File: config.mk
export PLATFORM = sky130hd
export DESIGN_NAME = ex_muldiv_ctrl
export DESIGN_NICKNAME = d
export VERILOG_FILES = /design/src/rtl/muldiv_pkg.sv /design/src/rtl/ex_muldiv_step.sv /design/src/rtl/ex_muldiv_ctrl.sv
export SDC_FILE = /design/constraint.sdc
export NUM_CORES = 1
export LEC_CHECK = 0
export CAP_MARGIN = 20
export CORE_AREA = 8 8 172 174
export CTS_CLUSTER_DIAMETER = 50
export DETAILED_ROUTE_END_ITERATION = 6
export DIE_AREA = 0 0 180 182
export PLACE_DENSITY = 0.67
export SETUP_SLACK_MARGIN = 0.4
export SYNTH_ARGS = -nofsm -noshare
export SYNTH_HDL_FRONTEND = slang
export SYNTH_SLANG_ARGS = --single-unit
export TNS_END_PERCENT = 10
File: constraint.sdc
create_clock -name i_clk -period 6 [get_ports i_clk]
set_input_delay 0.6 -clock i_clk [delete_from_list [all_inputs] [get_ports i_clk]]
set_output_delay 0.6 -clock i_clk [all_outputs]
set_load 0.05 [all_outputs]
File: src/rtl/muldiv_pkg.sv
// Shared encodings, FSM states and constants for the EX-stage multiply/divide unit.
// Build option: define MULDIV_DIV_EN to include the DIV state and divide datapath.
package muldiv_pkg;

  localparam logic [3:0] OP_NOP   = 4'd0;
  localparam logic [3:0] OP_MULT  = 4'd1;
  localparam logic [3:0] OP_MULTU = 4'd2;
  localparam logic [3:0] OP_DIV   = 4'd3;
  localparam logic [3:0] OP_DIVU  = 4'd4;
  localparam logic [3:0] OP_MFHI  = 4'd5;
  localparam logic [3:0] OP_MFLO  = 4'd6;
  localparam logic [3:0] OP_MTHI  = 4'd7;
  localparam logic [3:0] OP_MTLO  = 4'd8;

  localparam int          ITER_COUNT = 32;
  localparam logic [31:0] DIV0_LO    = 32'hFFFF_FFFF;

  typedef enum logic [1:0] {
    ST_IDLE = 2'd0,
    ST_MUL  = 2'd1,
`ifdef MULDIV_DIV_EN
    ST_DIV  = 2'd2,
`endif
    ST_FIX  = 2'd3
  } muldiv_state_e;

  // Magnitude of a signed operand; unsigned ops pass through untouched.
  function automatic logic [31:0] abs32(input logic [31:0] v, input logic sgn);
    return (sgn && v[31]) ? -v : v;
  endfunction

endpackage

File: src/rtl/ex_muldiv_step.sv
// One combinational iteration on {acc, lo}: shift-add multiply or restoring divide.
// Build option: MULDIV_DIV_EN adds the divide step and its select input.
module ex_muldiv_step (
`ifdef MULDIV_DIV_EN
  input  logic        is_div,
`endif
  input  logic [31:0] acc,
  input  logic [31:0] lo,
  input  logic [31:0] opnd,
  output logic [31:0] acc_nxt,
  output logic [31:0] lo_nxt
);

  logic [32:0] sum;
`ifdef MULDIV_DIV_EN
  logic [32:0] rem_sh;
  logic [32:0] trial;
`endif

  always_comb begin
    // Multiply: lo holds the multiplier, consumed LSB first as the product shifts in.
    sum     = lo[0] ? ({1'b0, acc} + {1'b0, opnd}) : {1'b0, acc};
    acc_nxt = sum[32:1];
    lo_nxt  = {sum[0], lo[31:1]};
`ifdef MULDIV_DIV_EN
    rem_sh = {acc, lo[31]};
    trial  = rem_sh - {1'b0, opnd};
    if (is_div) begin
      if (!trial[32]) begin
        acc_nxt = trial[31:0];
        lo_nxt  = {lo[30:0], 1'b1};
      end else begin
        acc_nxt = rem_sh[31:0];
        lo_nxt  = {lo[30:0], 1'b0};
      end
    end
`endif
  end

endmodule

File: src/rtl/ex_muldiv_ctrl.sv
// EX-stage iterative multiply/divide controller with architectural HI/LO.
// Build option: MULDIV_DIV_EN enables DIV/DIVU; otherwise they decode as NOP.
module ex_muldiv_ctrl
  import muldiv_pkg::*;
(
  input  logic        i_clk,
  input  logic        i_reset,
  input  logic        i_valid,
  input  logic [3:0]  i_op,
  input  logic [31:0] i_rs_data,
  input  logic [31:0] i_rt_data,
  output logic [31:0] o_result,
  output logic [31:0] o_hi,
  output logic [31:0] o_lo,
  output logic        o_busy,
  output logic        o_stall,
  output logic        o_done
);

  muldiv_state_e state_q, state_d;
  logic [4:0]    cnt_q, cnt_d;
  logic [31:0]   acc_q, acc_d, lo_q, lo_d, opnd_q, opnd_d;
  logic [31:0]   hi_q, hi_d, lor_q, lor_d;
  logic          neg_q, neg_d;
`ifdef MULDIV_DIV_EN
  logic          isdiv_q, isdiv_d, rneg_q, rneg_d, div0_q, div0_d;
`endif
  logic [31:0]   step_acc, step_lo;
  logic [63:0]   prod;
  logic          op_mul, op_div, op_sgn, op_act, accept;

  always_comb begin
    op_mul = (i_op == OP_MULT) || (i_op == OP_MULTU);
`ifdef MULDIV_DIV_EN
    op_div = (i_op == OP_DIV) || (i_op == OP_DIVU);
`else
    op_div = 1'b0;
`endif
    op_sgn = (i_op == OP_MULT) || (i_op == OP_DIV);
    op_act = op_mul || op_div || (i_op == OP_MFHI) || (i_op == OP_MFLO) ||
             (i_op == OP_MTHI) || (i_op == OP_MTLO);
  end

  assign accept   = i_valid && (op_mul || op_div) && (state_q == ST_IDLE);
  assign o_busy   = (state_q != ST_IDLE);
  assign o_stall  = i_valid && op_act && o_busy;
  assign o_done   = (state_q == ST_FIX);
  assign o_hi     = hi_q;
  assign o_lo     = lor_q;
  assign o_result = (i_valid && !o_busy && i_op == OP_MFHI) ? hi_q :
                    (i_valid && !o_busy && i_op == OP_MFLO) ? lor_q : 32'd0;

  ex_muldiv_step u_step (
`ifdef MULDIV_DIV_EN
    .is_div  (state_q == ST_DIV),
`endif
    .acc     (acc_q),
    .lo      (lo_q),
    .opnd    (opnd_q),
    .acc_nxt (step_acc),
    .lo_nxt  (step_lo)
  );

  always_comb begin
    state_d = state_q;
    cnt_d   = cnt_q;
    acc_d   = acc_q;
    lo_d    = lo_q;
    opnd_d  = opnd_q;
    neg_d   = neg_q;
    hi_d    = hi_q;
    lor_d   = lor_q;
    prod    = {acc_q, lo_q};
`ifdef MULDIV_DIV_EN
    isdiv_d = isdiv_q;
    rneg_d  = rneg_q;
    div0_d  = div0_q;
`endif
    case (state_q)
      ST_IDLE: begin
        if (accept) begin
          state_d = ST_MUL;
`ifdef MULDIV_DIV_EN
          if (op_div) state_d = ST_DIV;
          isdiv_d = op_div;
          rneg_d  = op_sgn && i_rs_data[31];
          div0_d  = op_div && (i_rt_data == 32'd0);
`endif
          cnt_d  = 5'd0;
          acc_d  = 32'd0;
          lo_d   = abs32(i_rs_data, op_sgn);
          opnd_d = abs32(i_rt_data, op_sgn);
          neg_d  = op_sgn && (i_rs_data[31] ^ i_rt_data[31]);
        end else if (i_valid && i_op == OP_MTHI) begin
          hi_d = i_rs_data;
        end else if (i_valid && i_op == OP_MTLO) begin
          lor_d = i_rs_data;
        end
      end
      ST_FIX: begin
        prod    = neg_q ? -{acc_q, lo_q} : {acc_q, lo_q};
        hi_d    = prod[63:32];
        lor_d   = prod[31:0];
`ifdef MULDIV_DIV_EN
        // A zero divisor leaves |dividend| in acc, so the remainder sign fix restores the dividend.
        if (isdiv_q) begin
          hi_d  = rneg_q ? -acc_q : acc_q;
          lor_d = div0_q ? DIV0_LO : (neg_q ? -lo_q : lo_q);
        end
`endif
        state_d = ST_IDLE;
      end
      default: begin
        acc_d = step_acc;
        lo_d  = step_lo;
        cnt_d = cnt_q + 5'd1;
        if (cnt_q == 5'(ITER_COUNT - 1)) state_d = ST_FIX;
      end
    endcase
  end

  always_ff @(posedge i_clk or negedge i_reset) begin
    if (!i_reset) begin
      state_q <= ST_IDLE;
      cnt_q   <= 5'd0;
      acc_q   <= 32'd0;
      lo_q    <= 32'd0;
      opnd_q  <= 32'd0;
      neg_q   <= 1'b0;
      hi_q    <= 32'd0;
      lor_q   <= 32'd0;
`ifdef MULDIV_DIV_EN
      isdiv_q <= 1'b0;
      rneg_q  <= 1'b0;
      div0_q  <= 1'b0;
`endif
    end else begin
      state_q <= state_d;
      cnt_q   <= cnt_d;
      acc_q   <= acc_d;
      lo_q    <= lo_d;
      opnd_q  <= opnd_d;
      neg_q   <= neg_d;
      hi_q    <= hi_d;
      lor_q   <= lor_d;
`ifdef MULDIV_DIV_EN
      isdiv_q <= isdiv_d;
      rneg_q  <= rneg_d;
      div0_q  <= div0_d;
`endif
    end
  end

endmodule
Word level (Yosys, flattened, before mapping). Cells that the tools add are included.

$add $sub $neg: 5. Equality and inequality tests: 14. Multiplexer cells: 22. Bitwise logic cells: 2. Reduce and logical (&&, ||, !) cells: 28.

Operator list (count): 32-bit 2-to-1 mux (11); 32-bit one-hot mux with 2 select lines (4); 64-bit 2-to-1 mux (1); 32-bit negator (2); 64-bit negator (1); 32-bit by 32-bit adder with 33-bit output (1); 33-bit 2-to-1 mux (1); 4-bit by 3-bit == test with 1-bit output, second input constant (3); 1-bit logical AND (12); 5-bit one-hot mux with 2 select lines (1); 4-bit by 2-bit == test with 1-bit output, second input constant (2); 1-bit logical OR (6); 2-bit != test, second input constant (3); 2-bit AND reduction (3); 5-bit by 1-bit adder with 5-bit output, second input constant (1); 5-bit == test, second input constant (1); 5-bit 2-to-1 mux (1); 4-bit by 1-bit == test with 1-bit output, second input constant (1); 4-bit == test, second input constant (1); 2-bit 2-to-1 mux (2); 2-bit by 1-bit != test with 1-bit output, second input constant (2); 2-bit one-hot mux with 2 select lines (1); 4-bit AND reduction (1); 2-bit nonzero test (2); 7 further kinds (7).

Bits in registers: 168. Input bits: 71.

Longest topological paths before layout.
Depth in word-level cells: 8. Mapped depth: 12. Gate-level depth less buffers: 11.

Hierarchy. A second synthesis with hierarchy kept.

Cells, all modules: 1519. Area total of the unflattened synthesis: 12926.1 sq um.

By module, submodules not included: ex_muldiv_ctrl (instances 1, cells each 1152, area each 10366.2 sq um, seq. area each 4204.0 sq um); ex_muldiv_step (instances 1, cells each 367, area each 2560.0 sq um, seq. area each 0.0 sq um).

Worst setup path after synthesis. Ideal clock, no wire load.

Kind: reg2reg. Start point: register lo_q[15]. End point: register hi_q[31] (netlist: o_hi[31]). Arrival: 2982 ps. Data required time: 5882 ps. Setup slack: 2900 ps. Cell stages (with the launch flop): 10. Path buffers: 1. Period minus slack after synthesis: 3100 ps. Cell sequence: dfrtp_1 or4_4 or3_4 or4_4 or4_4 buf_6 o31ai_4 xor2_1 a211oi_1 a21o_1.

Longest elaborated chain between the ends: 3.

Ends and longest elaborated chain: start, declared (line ex_muldiv_ctrl.sv:22) `logic [31:0] acc_q, acc_d, lo_q, lo_d, opnd_q, opnd_d;`; start signal, assigned (line ex_muldiv_ctrl.sv:141) `lo_q <= lo_d;`; 64-bit negator (line ex_muldiv_ctrl.sv:101) `prod = neg_q ? -{acc_q, lo_q} : {acc_q, lo_q};`; 64-bit 2-to-1 mux (line ex_muldiv_ctrl.sv:101); 32-bit one-hot mux with 2 select lines (line ex_muldiv_ctrl.sv:79) `case (state_q)`; end signal, assigned (line ex_muldiv_ctrl.sv:144) `hi_q <= hi_d;`; end, declared (line ex_muldiv_ctrl.sv:23) `logic [31:0] hi_q, hi_d, lor_q, lor_d;`.

No other way between the ends. A chain may end at the register's enable or synchronous reset.

Worst setup path after layout.
Start point: register state_q[0]. End point: output o_result[25].

Longest elaborated chain between the ends: 6. Elaborated cells on any way between the ends: 7.

Ends and longest elaborated chain: start, declared (line ex_muldiv_ctrl.sv:20) `muldiv_state_e state_q, state_d;`; start signal, assigned (line ex_muldiv_ctrl.sv:138) `state_q <= state_d;`; 2-bit nonzero test (*) (line ex_muldiv_ctrl.sv:45) `assign o_busy = (state_q != ST_IDLE);`; 1-bit logical NOT (*) (line ex_muldiv_ctrl.sv:50, ex_muldiv_ctrl.sv:51); 1-bit logical AND (*) (line ex_muldiv_ctrl.sv:50, ex_muldiv_ctrl.sv:51); 1-bit logical AND (line ex_muldiv_ctrl.sv:51) `(i_valid && !o_busy && i_op == OP_MFLO) ? lor_q : 32'd0;`; 32-bit 2-to-1 mux (line ex_muldiv_ctrl.sv:51); 32-bit 2-to-1 mux (*) (line ex_muldiv_ctrl.sv:50) `assign o_result = (i_valid && !o_busy && i_op == OP_MFHI) ? hi_q :`; end, declared (line ex_muldiv_ctrl.sv:12) `output logic [31:0] o_result,`.

Mark *: on every way between the ends. The rest lies on a longest branch, timed or not.

==> results_dict.tcl <==
set metrics [dict create \
    area_growth_pct 21.7 \
    place_inst 1836 \
    fin_nets 1626 \
    num_io_pins 170 \
    portBuffers 169 \
    timing.critical_path.from "state_q[0]$_DFFE_PN0P_" \
    yosysWarnings 0 \
    hold_buffers 0 \
    netSwitchingPower_mw 4.21 \
    yosysSeqAreaShare_pct 35.5 \
    ff2ff_path_depth 9 \
    antenna_cells 0 \
    drv_slew 0 \
    htree_levels 4 \
    wl_per_cell_um 19.0 \
    fmax_mhz 252 \
    finClkSkew_ns 0.0170 \
    rrSetupSlack_ns 2.28 \
    overflow 0 \
    core_area_um2 26700 \
    syn_inst 1396 \
    hp-class "in2async" \
    antenna_found_initial 0 \
    path_max_fanout 47 \
    synth_edf_count 0 \
    first_pass_iters 5 \
    fillers 2463 \
    r2r-end "o_hi[20]$_DFFE_PN0P_" \
    ant_nets 0 \
    rr_startpoint "lo_q[0]$_DFFE_PN0P_" \
    relSlewSlack_pct 32.7 \
    postCtsSetupBuffers 0 \
    netlist_area_um2 11900 \
    ys.flop_type "dfrtp_1" \
    root_buffer "clkbuf_16" \
    ctsResizeCount 0 \
    setup_tns_ns 0 \
    endpoint_kind "output pin" \
    leakage_nw 5.86 \
    hold_ws_ns 0.0618 \
    drive_above_1_share_pct 5.63 \
    viasPerCell 5.96 \
    maxCapViolations 0 \
    syn_nets 1508 \
    cp.required_ns 5.40 \
    dr_total_vias 11130 \
    syn_avg_cell_area_um2 8.49 \
    clkTransAtPathRegs_ns 0.07 \
    fin_ws_ns 2.03 \
    drtIter0Drc 1080 \
    cts_sinks 168 \
    die_area_um2 32800 \
    power_frac_comb_pct 57.3 \
    drt-total-wl_mm 35.4 \
    final_cell_area_um2 14400 \
    p_sw_share_pct 49.8 \
    grt_pass1_vias 10904 \
    initial_utilization_pct 44.5 \
    vdd_drop_max_uv 208 \
    fin_crit_ns 3.97 \
    tightest_slew_ns 1.01 \
    post-route-period-util_pct 66.2 \
    rows 60 \
    status "finished, final reports clean" \
    p_total_mw 8.46 \
    die_h_um 182 \
    p_per_area_nw_per_um2 587 \
    finalSetupViolations 0 \
    ys_ff_latch 168 \
    grt_pass1_wl_mm 58.4 \
    gp_congestion 0.891 \
    dpl_cell_area_um2 13800 \
    pwr-share-clk_pct 14.2 \
    synth_cell_types 67 \
    start_kind "flip-flop" \
    fin_cells 1868 \
    clock_tree.buffer_depth 2 \
    place_ws_ns 2.06 \
    critPathArrivalTime_ns 3.37 \
    cts_tree "done" \
    dp_hpwl_mm 26.2 \
    die_w_um 180 \
    track_usage_pct 21.5 \
    grt_max_degree 102 \
    drc 0 \
    clk_latency_ns 0.44 \
    hold_viol_final 0 \
    path_class "reg2out" \
    internal_power_mw 4.25 \
    rsz0062_at_grt "false" \
    synthArstFlopShare_pct 100 \
    fin_util_pct 54.1 \
    crit_end "o_result[25]" \
    p_seq_share_pct 28.6 \
    cts_buffers 17 \
]
[cells in the mapped netlist, types with 3 or more instances]
library cell  count  area share (%)
a211oi_1         46             2.9
a21o_1           49             3.1
a21oi_1          99             4.2
a221oi_1         13            0.96
a22o_1           35             2.6
a22oi_1          19             1.2
a31o_2            3            0.22
a31oi_1           7            0.37
and2_1            7            0.37
and3_1            6            0.32
buf_1             7            0.22
clkbuf_1         74             2.3
dfrtp_1         168              35
ha_1             40             4.2
inv_1            26            0.82
mux2i_1          20             1.7
nand2_1         138             4.4
nand2b_1          5            0.26
nand3_1          18            0.76
nand3b_1          5            0.32
nand4_1           7            0.37
nor2_1          129             4.1
nor2b_1           7            0.37
nor3_1           17            0.72
nor3b_1           4            0.25
nor4_1           11            0.58
o211ai_1          3            0.19
o21a_1            3            0.19
o21ai_0         150             6.3
o21ai_1           8            0.34
o21bai_1          4            0.25
o31ai_1          32             2.0
o41ai_1          13            0.96
o41ai_2           6            0.82
or2_2             4            0.21
or3_1            12            0.63
or3_2             3            0.19
or4_1            14            0.89
or4_4             3            0.29
xnor2_1          40             3.0
xor2_1          105             7.8
[logic make-up (layout without fill, tap and decap cells)]
family                     count (synthesis)  count (layout)  synth area share [%]
AOI/OAI and AO/OA                        508             508                  28.2
and+or+nand+nor                          399             399                  15.7
DFF                                      168             168                  35.5
xor gates and xnor gates                 145             145                  10.7
buffers and inverters                    113             244                  3.70
adders and majority gates                 41              41                  4.39
muxes                                     22              22                  1.88
[layout by cell type, fill, tap and decap left out, types with 15 or more instances in the layout]
master,instances
a211oi_1,46
a21o_1,49
a21oi_1,97
a22o_1,35
a22oi_1,19
buf_4,15
clkbuf_16,17
clkdlybuf4s50_1,168
dfrtp_1,168
ha_1,38
inv_1,26
mux2i_1,20
nand2_1,138
nand3_1,18
nor2_1,128
nor3_1,15
o21ai_0,150
o31ai_1,32
xnor2_1,40
xor2_1,105
[area by class of cell]
cell class                 count  area [um^2]  area share [%]
tap                          341          427            2.96
inverter                      28          105           0.729
sequential                   168         4200            29.2
multi-input combinational   1115         7240            50.2
timing repair buffer         184         1810            12.5
clock buffer                  18          439            3.05
clock inverter                14          195            1.35
[sequential cells by signal, indices dropped and copies added (netlist names)]
signal   cells
o_lo        32
state_q      2
opnd_q      32
neg_q        1
acc_q       32
cnt_q        5
lo_q        32
o_hi        32
[worst max-delay path: stages, from the launching register on]
cell and delay, ns:
dfrtp_1 0.41, inv_1 0.07, ha_2 0.16, buf_4 0.48
nand2_1 0.23, nor3_2 0.19, buf_4 0.36, a22o_1 0.20
clkdlybuf4s50_1 0.81
[worst min-delay path by stage]
stage                               from              endpoint  slack [ns]
floorplan                        i_reset  acc_q[0]$_DFFE_PN0P_        0.30
global placement    o_lo[19]$_DFFE_PN0P_  o_lo[19]$_DFFE_PN0P_        0.48
detailed placement  o_lo[17]$_DFFE_PN0P_  o_lo[17]$_DFFE_PN0P_        0.49
CTS                              i_reset   lo_q[6]$_DFFE_PN0P_        0.08
global route                     i_reset   lo_q[7]$_DFFE_PN0P_        0.09
finish                           i_reset   lo_q[6]$_DFFE_PN0P_        0.06
[power by group through the flow]
stage                     sequential (mW)  combinational, mW  clock, mW
final                                2.42               4.85       1.20
after global routing                 2.50               5.31       1.26
after CTS                            2.40               4.83       1.22
after detailed placement             2.42               4.81          0
after global placement               2.40               4.75          0
after floorplan                      2.90               2.84          0
[routing by layer]
metal / wire (um) / track usage (%) / vias up
met5: 0 / 0 / -
li1: - / - / 5361
met1: 16500 / 29.0 / 5340
met4: 608 / 6.10 / 0
met3: 1870 / 3.51 / 47
met2: 16500 / 35.2 / 382
No activity file was read; power rests on OpenSTA's default activity.
